File: config.mk
export PLATFORM = sky130hd
export DESIGN_NAME = instr_encoder
export DESIGN_NICKNAME = d
export VERILOG_FILES = /design/src/rtl/rv_imm_pkg.sv /design/src/rtl/instr_pack.sv /design/src/rtl/instr_encoder.sv
export SDC_FILE = /design/constraint.sdc
export NUM_CORES = 1
export LEC_CHECK = 0
export CAP_MARGIN = 20
export CORE_ASPECT_RATIO = 1.2
export CORE_UTILIZATION = 40
export DETAILED_ROUTE_END_ITERATION = 10
export GPL_ROUTABILITY_DRIVEN = 0
export PLACE_DENSITY = 0.76
export SYNTH_ARGS = -nofsm -noshare
export SYNTH_HDL_FRONTEND = slang
export SYNTH_SLANG_ARGS = --single-unit
File: constraint.sdc
create_clock -name clk -period 5.8 [get_ports clk]
set_clock_uncertainty 0.1 [all_clocks]
set_input_delay 0.87 -clock clk [delete_from_list [all_inputs] [get_ports clk]]
set_output_delay 0.87 -clock clk [all_outputs]
set_load 0.1 [all_outputs]
File: src/rtl/rv_imm_pkg.sv
// Shared RV32 immediate-type codes, instruction constants and range-check helper
// used by the immediate generator and the instruction encoder.
package rv_imm_pkg;

   typedef enum logic [2:0] {
      IMM_I   = 3'b000,
      IMM_S   = 3'b001,
      IMM_B   = 3'b010,
      IMM_U   = 3'b011,
      IMM_J   = 3'b100,
      IMM_CSR = 3'b101
   } imm_type_e;

   localparam logic [31:0] NOP_INSTR  = 32'h0000_0013;

   localparam logic [6:0]  OPC_OP_IMM = 7'h13;
   localparam logic [6:0]  OPC_STORE  = 7'h23;
   localparam logic [6:0]  OPC_LUI    = 7'h37;
   localparam logic [6:0]  OPC_BRANCH = 7'h63;
   localparam logic [6:0]  OPC_JAL    = 7'h6F;
   localparam logic [6:0]  OPC_SYSTEM = 7'h73;

   // True when imm[31:lo] are all equal, i.e. the value fits a signed field of lo+1 bits.
   function automatic logic upper_is_sext(input logic [31:0] imm, input logic [4:0] lo);
      logic [31:0] sh_s;
      sh_s = 32'($signed(imm) >>> lo);
      return (sh_s == 32'h0000_0000) || (sh_s == 32'hFFFF_FFFF);
   endfunction

endpackage

File: src/rtl/instr_pack.sv
// Combinational range check and field packing of one RV32 instruction word.
// Illegal types or out-of-range immediates yield the NOP word with err set.
module instr_pack
   import rv_imm_pkg::*;
#(
   parameter logic [31:0] NOP = NOP_INSTR
) (
   input  logic [2:0]  imm_type,
   input  logic [31:0] imm,
   input  logic [6:0]  opcode,
   input  logic [4:0]  rd,
   input  logic [2:0]  funct3,
   input  logic [4:0]  rs1,
   input  logic [4:0]  rs2,
   input  logic [11:0] csr,
   output logic        err,
   output logic [31:0] word
);

   logic        err_s;
   logic [31:0] packed_s;

   // Legality check and bit scatter per immediate type.
   always_comb begin
      err_s    = 1'b1;
      packed_s = 32'h0000_0000;
      case (imm_type)
         IMM_I: begin
            err_s    = !upper_is_sext(imm, 5'd11);
            packed_s = {imm[11:0], rs1, funct3, rd, opcode};
         end
         IMM_S: begin
            err_s    = !upper_is_sext(imm, 5'd11);
            packed_s = {imm[11:5], rs2, rs1, funct3, imm[4:0], opcode};
         end
         IMM_B: begin
            err_s    = !upper_is_sext(imm, 5'd12) || imm[0];
            packed_s = {imm[12], imm[10:5], rs2, rs1, funct3, imm[4:1], imm[11], opcode};
         end
         IMM_U: begin
            err_s    = (imm[11:0] != 12'h000);
            packed_s = {imm[31:12], rd, opcode};
         end
         IMM_J: begin
            err_s    = !upper_is_sext(imm, 5'd20) || imm[0];
            packed_s = {imm[20], imm[10:1], imm[11], imm[19:12], rd, opcode};
         end
         IMM_CSR: begin
            err_s    = (imm[31:5] != 27'h000_0000);
            packed_s = {csr, imm[4:0], funct3, rd, opcode};
         end
         default: begin
            err_s    = 1'b1;
            packed_s = 32'h0000_0000;
         end
      endcase
   end

   assign err  = err_s;
   assign word = err_s ? NOP : packed_s;

endmodule

File: src/rtl/instr_encoder.sv
// Two-stage valid/ready instruction encoder: stage 1 holds the packed word,
// stage 2 is the output register; saturating counters track good/bad words.
module instr_encoder
   import rv_imm_pkg::*;
#(
   parameter int          CNT_W = 16,
   parameter logic [31:0] NOP   = NOP_INSTR
) (
   input  logic             clk,
   input  logic             rst,
   input  logic             in_valid,
   output logic             in_ready,
   input  logic [2:0]       in_imm_type,
   input  logic [31:0]      in_imm,
   input  logic [6:0]       in_opcode,
   input  logic [4:0]       in_rd,
   input  logic [2:0]       in_funct3,
   input  logic [4:0]       in_rs1,
   input  logic [4:0]       in_rs2,
   input  logic [11:0]      in_csr,
   output logic             out_valid,
   input  logic             out_ready,
   output logic [31:0]      out_instr,
   output logic             out_err,
   input  logic             cnt_clr,
   output logic [CNT_W-1:0] cnt_ok,
   output logic [CNT_W-1:0] cnt_err
);

   localparam logic [CNT_W-1:0] CNT_ZERO = {CNT_W{1'b0}};
   localparam logic [CNT_W-1:0] CNT_MAX  = {CNT_W{1'b1}};
   localparam logic [CNT_W-1:0] CNT_ONE  = {{(CNT_W-1){1'b0}}, 1'b1};

   logic        s1_v_r;
   logic [31:0] s1_word_r;
   logic        s1_err_r;
   logic        pack_err_s;
   logic [31:0] pack_word_s;
   logic        in_fire_s;
   logic        out_fire_s;
   logic        s2_load_s;

   instr_pack #(.NOP(NOP)) u_pack (
      .imm_type (in_imm_type),
      .imm      (in_imm),
      .opcode   (in_opcode),
      .rd       (in_rd),
      .funct3   (in_funct3),
      .rs1      (in_rs1),
      .rs2      (in_rs2),
      .csr      (in_csr),
      .err      (pack_err_s),
      .word     (pack_word_s)
   );

   assign in_ready   = !s1_v_r || !out_valid || out_ready;
   assign in_fire_s  = in_valid && in_ready;
   assign out_fire_s = out_valid && out_ready;
   assign s2_load_s  = s1_v_r && (!out_valid || out_ready);

   // Stage 1: capture the packed word; empties when it moves to stage 2.
   always_ff @(posedge clk or posedge rst) begin
      if (rst) begin
         s1_v_r    <= 1'b0;
         s1_word_r <= 32'h0000_0000;
         s1_err_r  <= 1'b0;
      end else if (in_fire_s) begin
         s1_v_r    <= 1'b1;
         s1_word_r <= pack_word_s;
         s1_err_r  <= pack_err_s;
      end else if (s2_load_s) begin
         s1_v_r    <= 1'b0;
      end
   end

   // Stage 2: output register, held stable until the consumer takes it.
   always_ff @(posedge clk or posedge rst) begin
      if (rst) begin
         out_valid <= 1'b0;
         out_instr <= 32'h0000_0000;
         out_err   <= 1'b0;
      end else if (s2_load_s) begin
         out_valid <= 1'b1;
         out_instr <= s1_word_r;
         out_err   <= s1_err_r;
      end else if (out_fire_s) begin
         out_valid <= 1'b0;
      end
   end

   // Saturating good/bad counters; clear wins over a same-cycle increment.
   always_ff @(posedge clk or posedge rst) begin
      if (rst) begin
         cnt_ok  <= CNT_ZERO;
         cnt_err <= CNT_ZERO;
      end else if (cnt_clr) begin
         cnt_ok  <= CNT_ZERO;
         cnt_err <= CNT_ZERO;
      end else if (out_fire_s) begin
         if (out_err) begin
            if (cnt_err != CNT_MAX) begin
               cnt_err <= cnt_err + CNT_ONE;
            end
         end else begin
            if (cnt_ok != CNT_MAX) begin
               cnt_ok <= cnt_ok + CNT_ONE;
            end
         end
      end
   end

endmodule
==> qor.txt <==
WP data required: 5.92 ns
Final Cycle Share: 71.66%
most common cell in the netlist: dfrtp_1
DP HPWL: 10,580 um
TNS Setup: 0 ns
# setup viols final: 0
slew at the pin closest to its max-slew limit: 1.057 ns
drt total wl: 14,760 um
maximum single-stage delay on the critical path: 1.15 ns
leak pwr: 3.008 nW
row count: 46
ys async rst share: 100.0%
Diodes inserted: 0
vias in the first global route: 4,768
relative slew slack: 29.36%
outcome: completed
largest net degree at the start of global routing: 64
Setup Fix Bufs, Post-CTS: 0
pre-CTS WS: 1.324 ns
io pins: 144
Crit. End Element: flop
H-tree Lvls: 3
Routed Antenna Nets: 0
synth top area cells: dfrtp_1 (46%), o41ai_2 (8.6%), mux2_2 (8.0%)
first-pass GRT wire length: 23,610 um
Syn Std Cell Area: 0.005490 mm2
Tightest Hold Check Type: reg2reg
Residual DRC: 0
Detailed Routing Iterations Pass 1: 5
via count: 4,818
RSZ-0062 raised after global routing: false
Root Driver: clkbuf_16
die area: 0.01420 mm2
post-route cell area: 0.007368 mm2
synthesis-stage register bit count: 100
Max-Cap Viols: 0
CTS tree: done
Overall Global Routing Usage: 21.27%
commonest cells in the netlist: dfrtp_1 (100), nand2_1 (65), nor2_1 (46)
core area: 0.01330 mm2
wire length per cell: 17.68 um
Critical Path Start Type: primary input
Die W: 109.0 um
share of layout cells above drive strength 1: 15.59%
Cell Pwr Density: 283.4 mW/mm2
FMAX: 240.6 MHz
Layout area overhead: 34.21%
Ys Warns: 0
fin nets: 741
worst setup margin: 1.644 ns
clk buf depth: 2
fin crit period: 4.156 ns
register area share after synthesis: 45.58%
Top FF cell, synth: dfrtp_1
Clock Latency Late Sink: 0.34 ns
CP Cell Sequence: clkdlybuf4s50_1 > nor2b_1 > nor2_1 > o221ai_1 > or4_2 > o32a_1
Post-synth EDFFs: 0
Worst IR Drop VDD: 0.0001544 V
CTS Sinks: 100
Starting Density: 41.29%
Avg Cell Area, Syn: 10.17 um2
Synth area leader: dfrtp_1
Pins Over Slew Limit: 0
initial antenna violation count: 0
Worst path slowest cell: clkdlybuf4s50_1
Gates resized, CTS repair: 0
post-synth cell types: 50
via-per-instance ratio: 5.770
clock-pin slew on the worst setup and hold paths: 0.07 ns
CP Data Arrival Time: 4.28 ns
Max Fanout on Critical Path: 33
number of fill cells: 1,152
final core occ: 55.42%
hold buffers post-CTS: 0
port bufs: 143
WS Path Type: in2reg
Synth Instances: 540
Post-Syn Nets: 619
die height: 130.3 um
grt ovf: 0
final hold vios: 0
initial drt markers: 330
TritonCTS buffer count: 9
placed cell area: 0.007025 mm2
Synth top area share: 45.58%
cell families (layout without fill, tap and decap cells):
family                   count (synthesis)  count (layout)  synth area share, %
flip-flops                             100             100                45.58
AO/OA/AOI/OAI                          108             108                17.80
adder cells (fa/ha/maj)                  2               2               0.4557
buffers and inverters                   48             175                3.760
AND/OR/NAND/NOR                        209             209                18.78
multiplexers                            48              48                9.640
XOR/XNOR                                25              25                3.988
final cells by class:
cell class / count / area, um2 / share of cell area (%)
timing repair buffer: 150 / 1491 / 20.24
multi-input combinational: 392 / 2808 / 38.10
clock buffer: 12 / 266.5 / 3.617
sequential: 100 / 2502 / 33.96
clock inverter: 4 / 53.80 / 0.7302
inverter: 9 / 36.28 / 0.4924
tap: 168 / 210.2 / 2.853
layer usage:
| metal | GRT usage (%) | share of wire (%) | vias up |
|---|---|---|---|
| li1 | - | - | 2225 |
| met1 | 26.87 | 41 | 2339 |
| met2 | 36.18 | 49 | 223 |
| met3 | 3.946 | 7.1 | 31 |
| met4 | 7.552 | 2.1 | 0 |
| met5 | 0 | 0 | - |
critical path, delay by kind of cell:
family          cells  cell delay, ns
compound gates      2            0.62
buf+inv             1            1.15
simple gates        3            1.62
sequential cells by signal, summed over array words and instances (netlist names):
name / cells
s1_word_r: 32
out_valid: 1
out_instr: 32
cnt_err: 16
s1_err_r: 1
out_err: 1
s1_v_r: 1
cnt_ok: 16
power breakdown:
part / total (W) / switching [W] / internal, W
registers: 0.000799 / 0.0000398 / 0.000759
logic: 0.000654 / 0.000455 / 0.000199
clock network: 0.000635 / 0.000263 / 0.000372
total: 0.00209 / 0.000758 / 0.00133
final timing paths:
kind,startpoint,endpoint,slack [ns],cells past startpoint
min in group asynchronous,rst,cnt_err[7],0.95,2
setup reg to reg,out_valid,s1_word_r[0],2.96,5
hold reg to reg,s1_word_r[6],s1_word_r[6],0.38,2
max in group asynchronous,rst,cnt_err[1],3.64,3
hold / removal,s1_word_r[6],s1_word_r[6],0.38,2
setup / recovery,in_imm_type[2],s1_word_r[0],1.64,6
through the flow:
stage,std cells,hold slack (ns),total power (W)
finish,835,0.3802,0.002088
global route,835,0.3980,0.002171
CTS,833,0.3840,0.002109
detailed placement,817,0.3642,0.001466
global placement,817,0.3575,0.001454
floorplan,540,0.3441,0.001269
layout by cell type (no fill, tap or decap), drive strengths merged, types with 3 or more instances in the layout:
master,n
a21oi,29
o21ai,13
or4,3
or2,5
nor3,9
nor4,16
buf,7
nand2,65
and3,6
inv,9
nand3,19
nor2,47
mux2i,9
a211oi,7
clkbuf,12
dfrtp,100
xnor2,20
mux2,39
clkdlybuf4s50,143
o32a,4
o22ai,6
o41ai,29
a22oi,10
nand4,14
and2,3
xor2,5
nand2b,5
nor2b,5
and4,4
No activity file was read; power rests on OpenSTA's default activity.
